--- src/rtl/wb_port_arbiter.sv ---
// Register-file write-port arbiter for the WriteBack stage.
// Shares the single write port between the in-order pipeline result and
// long-latency (mul/div) results. Long-latency results wait in a small FIFO.
// A starvation guard freezes the pipeline until every buffered result has drained.
module wb_port_arbiter #(
  parameter int unsigned DATA_W     = 32,
  parameter int unsigned ADDR_W     = 5,
  parameter int unsigned FIFO_DEPTH = 2,
  parameter int unsigned MAX_WAIT   = 4
) (
  input  logic              clk,
  input  logic              rst_n,
  input  logic              pipe_we,
  input  logic [ADDR_W-1:0] pipe_addr,
  input  logic [DATA_W-1:0] pipe_data,
  input  logic              lu_valid,
  input  logic [ADDR_W-1:0] lu_addr,
  input  logic [DATA_W-1:0] lu_data,
  output logic              lu_ready,
  output logic              stall_pipe,
  output logic              pending,
  output logic              rf_we,
  output logic [ADDR_W-1:0] rf_addr,
  output logic [DATA_W-1:0] rf_data
);

  localparam int unsigned PtrW  = (FIFO_DEPTH > 1) ? $clog2(FIFO_DEPTH) : 1;
  localparam int unsigned CntW  = $clog2(FIFO_DEPTH + 1);
  localparam int unsigned WaitW = $clog2(MAX_WAIT + 1);
  localparam int unsigned EntW  = ADDR_W + DATA_W;

  localparam logic [CntW-1:0]  FullCnt = CntW'(FIFO_DEPTH);
  localparam logic [WaitW-1:0] MaxWait = WaitW'(MAX_WAIT);

  typedef enum logic [0:0] {StNormal, StStall} stateT;

  stateT             stateQ, stateD;
  logic [CntW-1:0]   countQ, countD;
  logic [WaitW-1:0]  waitQ, waitD;
  logic [PtrW-1:0]   rdPtrQ, wrPtrQ;
  logic [EntW-1:0]   fifoMem [FIFO_DEPTH];

  logic              push, pop, pipeGrant;
  logic [ADDR_W-1:0] headAddr;
  logic [DATA_W-1:0] headData;
  logic              rfWeD;
  logic [ADDR_W-1:0] rfAddrD;
  logic [DATA_W-1:0] rfDataD;

  // Status outputs come from registered state only, so there is no input-to-output path.
  assign lu_ready   = (countQ < FullCnt);
  assign pending    = (countQ != '0);
  assign stall_pipe = (stateQ == StStall);
  assign push       = lu_valid && lu_ready;
  assign headAddr   = fifoMem[rdPtrQ][EntW-1:DATA_W];
  assign headData   = fifoMem[rdPtrQ][DATA_W-1:0];

  // Grant, FIFO occupancy, starvation counter and next-state decode.
  always_comb begin
    stateD    = stateQ;
    pipeGrant = 1'b0;
    pop       = 1'b0;
    countD    = countQ;
    waitD     = waitQ;
    rfWeD     = 1'b0;
    rfAddrD   = rf_addr;
    rfDataD   = rf_data;

    if (stateQ == StStall) begin
      // Pipeline is frozen and will re-present its write later.
      pop = pending;
    end else begin
      // A write to r0 is not a real request, so the FIFO may use the port.
      pipeGrant = pipe_we && (pipe_addr != '0);
      pop       = !pipeGrant && pending;
    end

    unique case ({push, pop})
      2'b10:   countD = countQ + CntW'(1);
      2'b01:   countD = countQ - CntW'(1);
      default: countD = countQ;
    endcase

    if (!pending || pop) begin
      waitD = '0;
    end else if (waitQ != MaxWait) begin
      waitD = waitQ + WaitW'(1);
    end

    unique case (stateQ)
      StNormal: begin
        if ((waitD == MaxWait) || ((countQ == FullCnt) && !pop)) begin
          stateD = StStall;
        end
      end
      StStall: begin
        if (countD == '0) begin
          stateD = StNormal;
        end
      end
      default: stateD = StNormal;
    endcase

    // Heads targeting r0 are still popped, just never written.
    if (pipeGrant) begin
      rfWeD   = 1'b1;
      rfAddrD = pipe_addr;
      rfDataD = pipe_data;
    end else if (pop && (headAddr != '0)) begin
      rfWeD   = 1'b1;
      rfAddrD = headAddr;
      rfDataD = headData;
    end
  end

  // Control state and registered write-port outputs.
  always_ff @(posedge clk or negedge rst_n) begin
    if (!rst_n) begin
      stateQ  <= StNormal;
      countQ  <= '0;
      waitQ   <= '0;
      rdPtrQ  <= '0;
      wrPtrQ  <= '0;
      rf_we   <= 1'b0;
      rf_addr <= '0;
      rf_data <= '0;
    end else begin
      stateQ  <= stateD;
      countQ  <= countD;
      waitQ   <= waitD;
      rf_we   <= rfWeD;
      rf_addr <= rfAddrD;
      rf_data <= rfDataD;
      if (push) wrPtrQ <= wrPtrQ + PtrW'(1);
      if (pop)  rdPtrQ <= rdPtrQ + PtrW'(1);
    end
  end

  // FIFO storage. Not reset; entries are only meaningful while counted.
  always_ff @(posedge clk) begin
    if (push) begin
      fifoMem[wrPtrQ] <= {lu_addr, lu_data};
    end
  end

endmodule

--- config.mk ---
export PLATFORM = sky130hd
export DESIGN_NAME = wb_port_arbiter
export DESIGN_NICKNAME = d
export VERILOG_FILES = /design/src/rtl/wb_port_arbiter.sv
export SDC_FILE = /design/constraint.sdc
export NUM_CORES = 1
export LEC_CHECK = 0
export ABC_AREA = 0
export CAP_MARGIN = 10
export CORE_MARGIN = 4
export CORE_UTILIZATION = 50
export CTS_BUF_LIST = sky130_fd_sc_hd__clkbuf_4 sky130_fd_sc_hd__clkbuf_8 sky130_fd_sc_hd__clkbuf_16
export DETAILED_ROUTE_END_ITERATION = 10
export MAX_ROUTING_LAYER = met4
export PLACE_DENSITY = 0.83
export SLEW_MARGIN = 30
export SYNTH_ARGS = -nofsm -noshare
export SYNTH_HDL_FRONTEND = slang
export SYNTH_SLANG_ARGS = --single-unit
--- constraint.sdc ---
create_clock -name clk -period 2.8 [get_ports clk]
set_input_delay 0.56 -clock clk [delete_from_list [all_inputs] [get_ports clk]]
set_output_delay 0.56 -clock clk [all_outputs]
set_load 0.01 [all_outputs]
==> results.cfg <==
[sta]
worst_slew_pin_slew_ps = 533
min_period_over_period_pct = 86.8
period_needed_ps = 2430
grt_setup_unrepaired = false
report.final.hold_viol_count = 0
clock.fmax_mhz = 412
final_number_of_max_transition_violations = 0
max-slew-margin-rel_pct = 64.4
skew_ps = 11.7
setup-violations-final = 0

[place]
io_buffers = 118
globalplace.congestion = 0.762
total_placed_cells_including_tap_cells = 545
detailedPlacementHpwl_um = 7700

[floorplanning]
die_area_um2 = 11800
boundaryPins = 119
placeable_core_region_um2 = 9820
starting_utilization_of_the_core_area_pct = 51.5
fp.dieW_um = 109
die_height_um = 109
row_count = 36

[layout]
seq_area_um2 = 3370
design.final.nets = 512
nFillCells = 665
post_layout_nonfiller_instances = 577
antenna-diode-count = 0
multi_input_area_um2 = 1620
layout_overhead_on_the_synthesized_area_pct = 40.8
final_common_cell = sky130_fd_sc_hd__clkdlybuf4s50_1
layout-drive-gt1-share_pct = 35.1
final_util_pct = 72.5
mostFrequentLayoutCells = sky130_fd_sc_hd__clkdlybuf4s50_1 (117), sky130_fd_sc_hd__mux2_2 (84), sky130_fd_sc_hd__edfxtp_1 (74)

[global_routing]
grt_pass1_vias = 3391
grt_busiest_layer = met2
grt_antenna_before_repair = 0
grt_remaining_overflow = 0
global_route.usage.met2_pct = 34.6
grt_util_met3_pct = 5.55
grt_pass1_wl_um = 17500
all_layer_global_routing_usage_pct = 20.5
maximum_number_of_pins_on_one_net_before_global_route_repair = 40
grtUsageMet1_pct = 24.3

[drt]
drt.antenna.violating_nets = 0
detailroute.via_count = 3003
drt_pre_antenna_iters = 4
drt_first_iter_violations = 140
detail_route.wirelength_um = 11100
vias_per_cell = 5.20
avgRoutedWirePerCell_um = 19.3
detail_route.drc_violations = 0

[setup_path]
crit_required_ps = 3170
setup.worst_path.start_class = input pin
worstPathArrival_ps = 2790
most_frequent_cp_cell = sky130_fd_sc_hd__o21a_1
crit_path_top_delay_cell = sky130_fd_sc_hd__or4_4
timing.critical_path.to_type = flip-flop
crit_path_max_incr_delay_ps = 570
setup_cp_type = input pin to flip-flop
critical_path.cell_chain = clkdlybuf4s50_1 -> or4_4 -> o21a_1 -> nor2_1 -> ha_1 -> o21a_1 -> o31ai_1 -> o21ai_0
cell_depth_of_the_worst_flop_to_flop_path = 4
critPathMaxFanout = 3
startpoint = pipe_addr[0]
r2r_start = rdPtrQ

[yosys]
synth_warnings = 0
synth-main-ff-cell = sky130_fd_sc_hd__edfxtp_1
number_of_enable_flip_flop_cells_after_synthesis = 74
synth_seq_cells = 120
synthesis.instances = 293
synth-async-reset-ratio_pct = 38.3
seq_area_frac_synth_pct = 66.7
post_synth.cell_area_avg_um2 = 17.3
syn-num-nets = 374
synthesis.area_um2 = 5060
synth_cell_types = 34

[clock_network]
clkLatencyLatePin_ps = 490
clock_tree_from_tritoncts = built
root_buffer = sky130_fd_sc_hd__clkbuf_8
ctsHoldBuffers = 0
cts_buffers = 17
tritoncts_num_sinks = 120
postCtsSetupBuffers = 0
htree_num_levels = 4
cts_repair_resize_count = 0
worst_setup_hold_path_clk_slew_ps = 60
clockBufferDepth = 2

[power]
total_power_mw = 7.89
powerDensity_nw_per_um2 = 1110
static_leakage_nw = 2.73
irDropWorstVdd_mv = 0.578

[worst_hold_path]
class_of_the_worst_hold_path = input pin to asynchronous set/reset pin

[flow_run]
timing.max_cap.violations = 0

[run_status]
status = finished clean
## synthesized netlist by cell type (2+ instances only)
library cell | instances | area (um^2)
sky130_fd_sc_hd__clkbuf_1 | 3 | 11.3
sky130_fd_sc_hd__buf_2 | 4 | 20.0
sky130_fd_sc_hd__ha_1 | 3 | 37.5
sky130_fd_sc_hd__o21ai_0 | 6 | 30.0
sky130_fd_sc_hd__xnor2_1 | 4 | 35.0
sky130_fd_sc_hd__buf_6 | 2 | 22.5
sky130_fd_sc_hd__nor4b_1 | 2 | 17.5
sky130_fd_sc_hd__mux2i_1 | 4 | 40.0
sky130_fd_sc_hd__mux2_2 | 84 | 946
sky130_fd_sc_hd__a21oi_1 | 2 | 10.0
sky130_fd_sc_hd__inv_1 | 4 | 15.0
sky130_fd_sc_hd__edfxtp_1 | 74 | 2220
sky130_fd_sc_hd__nor3_1 | 3 | 15.0
sky130_fd_sc_hd__o21a_1 | 2 | 15.0
sky130_fd_sc_hd__nand2_1 | 9 | 33.8
sky130_fd_sc_hd__nor2_1 | 6 | 22.5
sky130_fd_sc_hd__mux2_4 | 19 | 285
sky130_fd_sc_hd__dfrtp_1 | 46 | 1150
## where the power goes
group	internal (mW)	leakage [nW]	switching [mW]
Sequential	2.48	1.22	0.322
Clock	1.48	0.300	0.776
Combinational	1.71	1.20	1.12
Total	5.67	2.73	2.22
## worst paths after layout
kind                               end  slack [ps]
setup reg to reg           rf_data[26]         670
max in group asynchronous   rf_data[8]        2200
hold reg to reg            rf_data[12]         510
setup / recovery            stall_pipe         370
hold / removal              rf_data[1]          50
min in group clk           rf_data[12]         510
## metrics by stage
step	hold slack, ps	TNS (ps)	setup WS [ps]	area [um^2]
global placement	492	0	22.7	6490
finish	47.6	0	371	7120
floorplan	264	0	146	5060
global route	60.0	0	292	7120
detailed placement	495	-106	-69.5	6490
CTS	215	0	374	7120
## routing by layer
metal | wire (um) | vias up
li1 | - | 1384
met1 | 4580 | 1515
met2 | 5830 | 96
met3 | 608 | 8
met4 | 108 | 0
met5 | 0 | -
## area by class of cell
class | count | share of cell area, %
Multi-Input combinational cell | 158 | 22.7
Clock inverter | 13 | 2.76
Sequential cell | 120 | 47.4
Clock buffer | 19 | 6.03
Timing Repair Buffer | 130 | 18.5
Inverter | 4 | 0.211
Tap cell | 133 | 2.34
## logic make-up (layout without fill, tap and decap cells)
kind of cell | count (synthesis) | after routing | share of synthesized area, %
AO/OA/AOI/OAI | 15 | 15 | 2.08
XOR/XNOR | 5 | 5 | 0.866
adder cells (fa/ha/maj) | 3 | 3 | 0.742
buffers and inverters | 15 | 166 | 1.58
AND/OR/NAND/NOR | 28 | 28 | 2.87
multiplexers | 107 | 107 | 25.1
flip-flops | 120 | 120 | 66.7
## critical path, delay by kind of cell
kind,cells,cell delay [ps]
AO/OA/AOI/OAI,4,740
adder cells (fa/ha/maj),1,310
buffers and inverters,1,420
AND/OR/NAND/NOR,2,760
## registers in the layout (all words and copies together) (netlist names)
signal / flops
wrPtrQ: 1
fifoMem: 74
rf_addr: 5
stall_pipe: 1
rf_data: 32
waitQ: 3
rdPtrQ: 1
countQ: 2
rf_we: 1
Note: power is estimated with default switching activity, not from simulation.
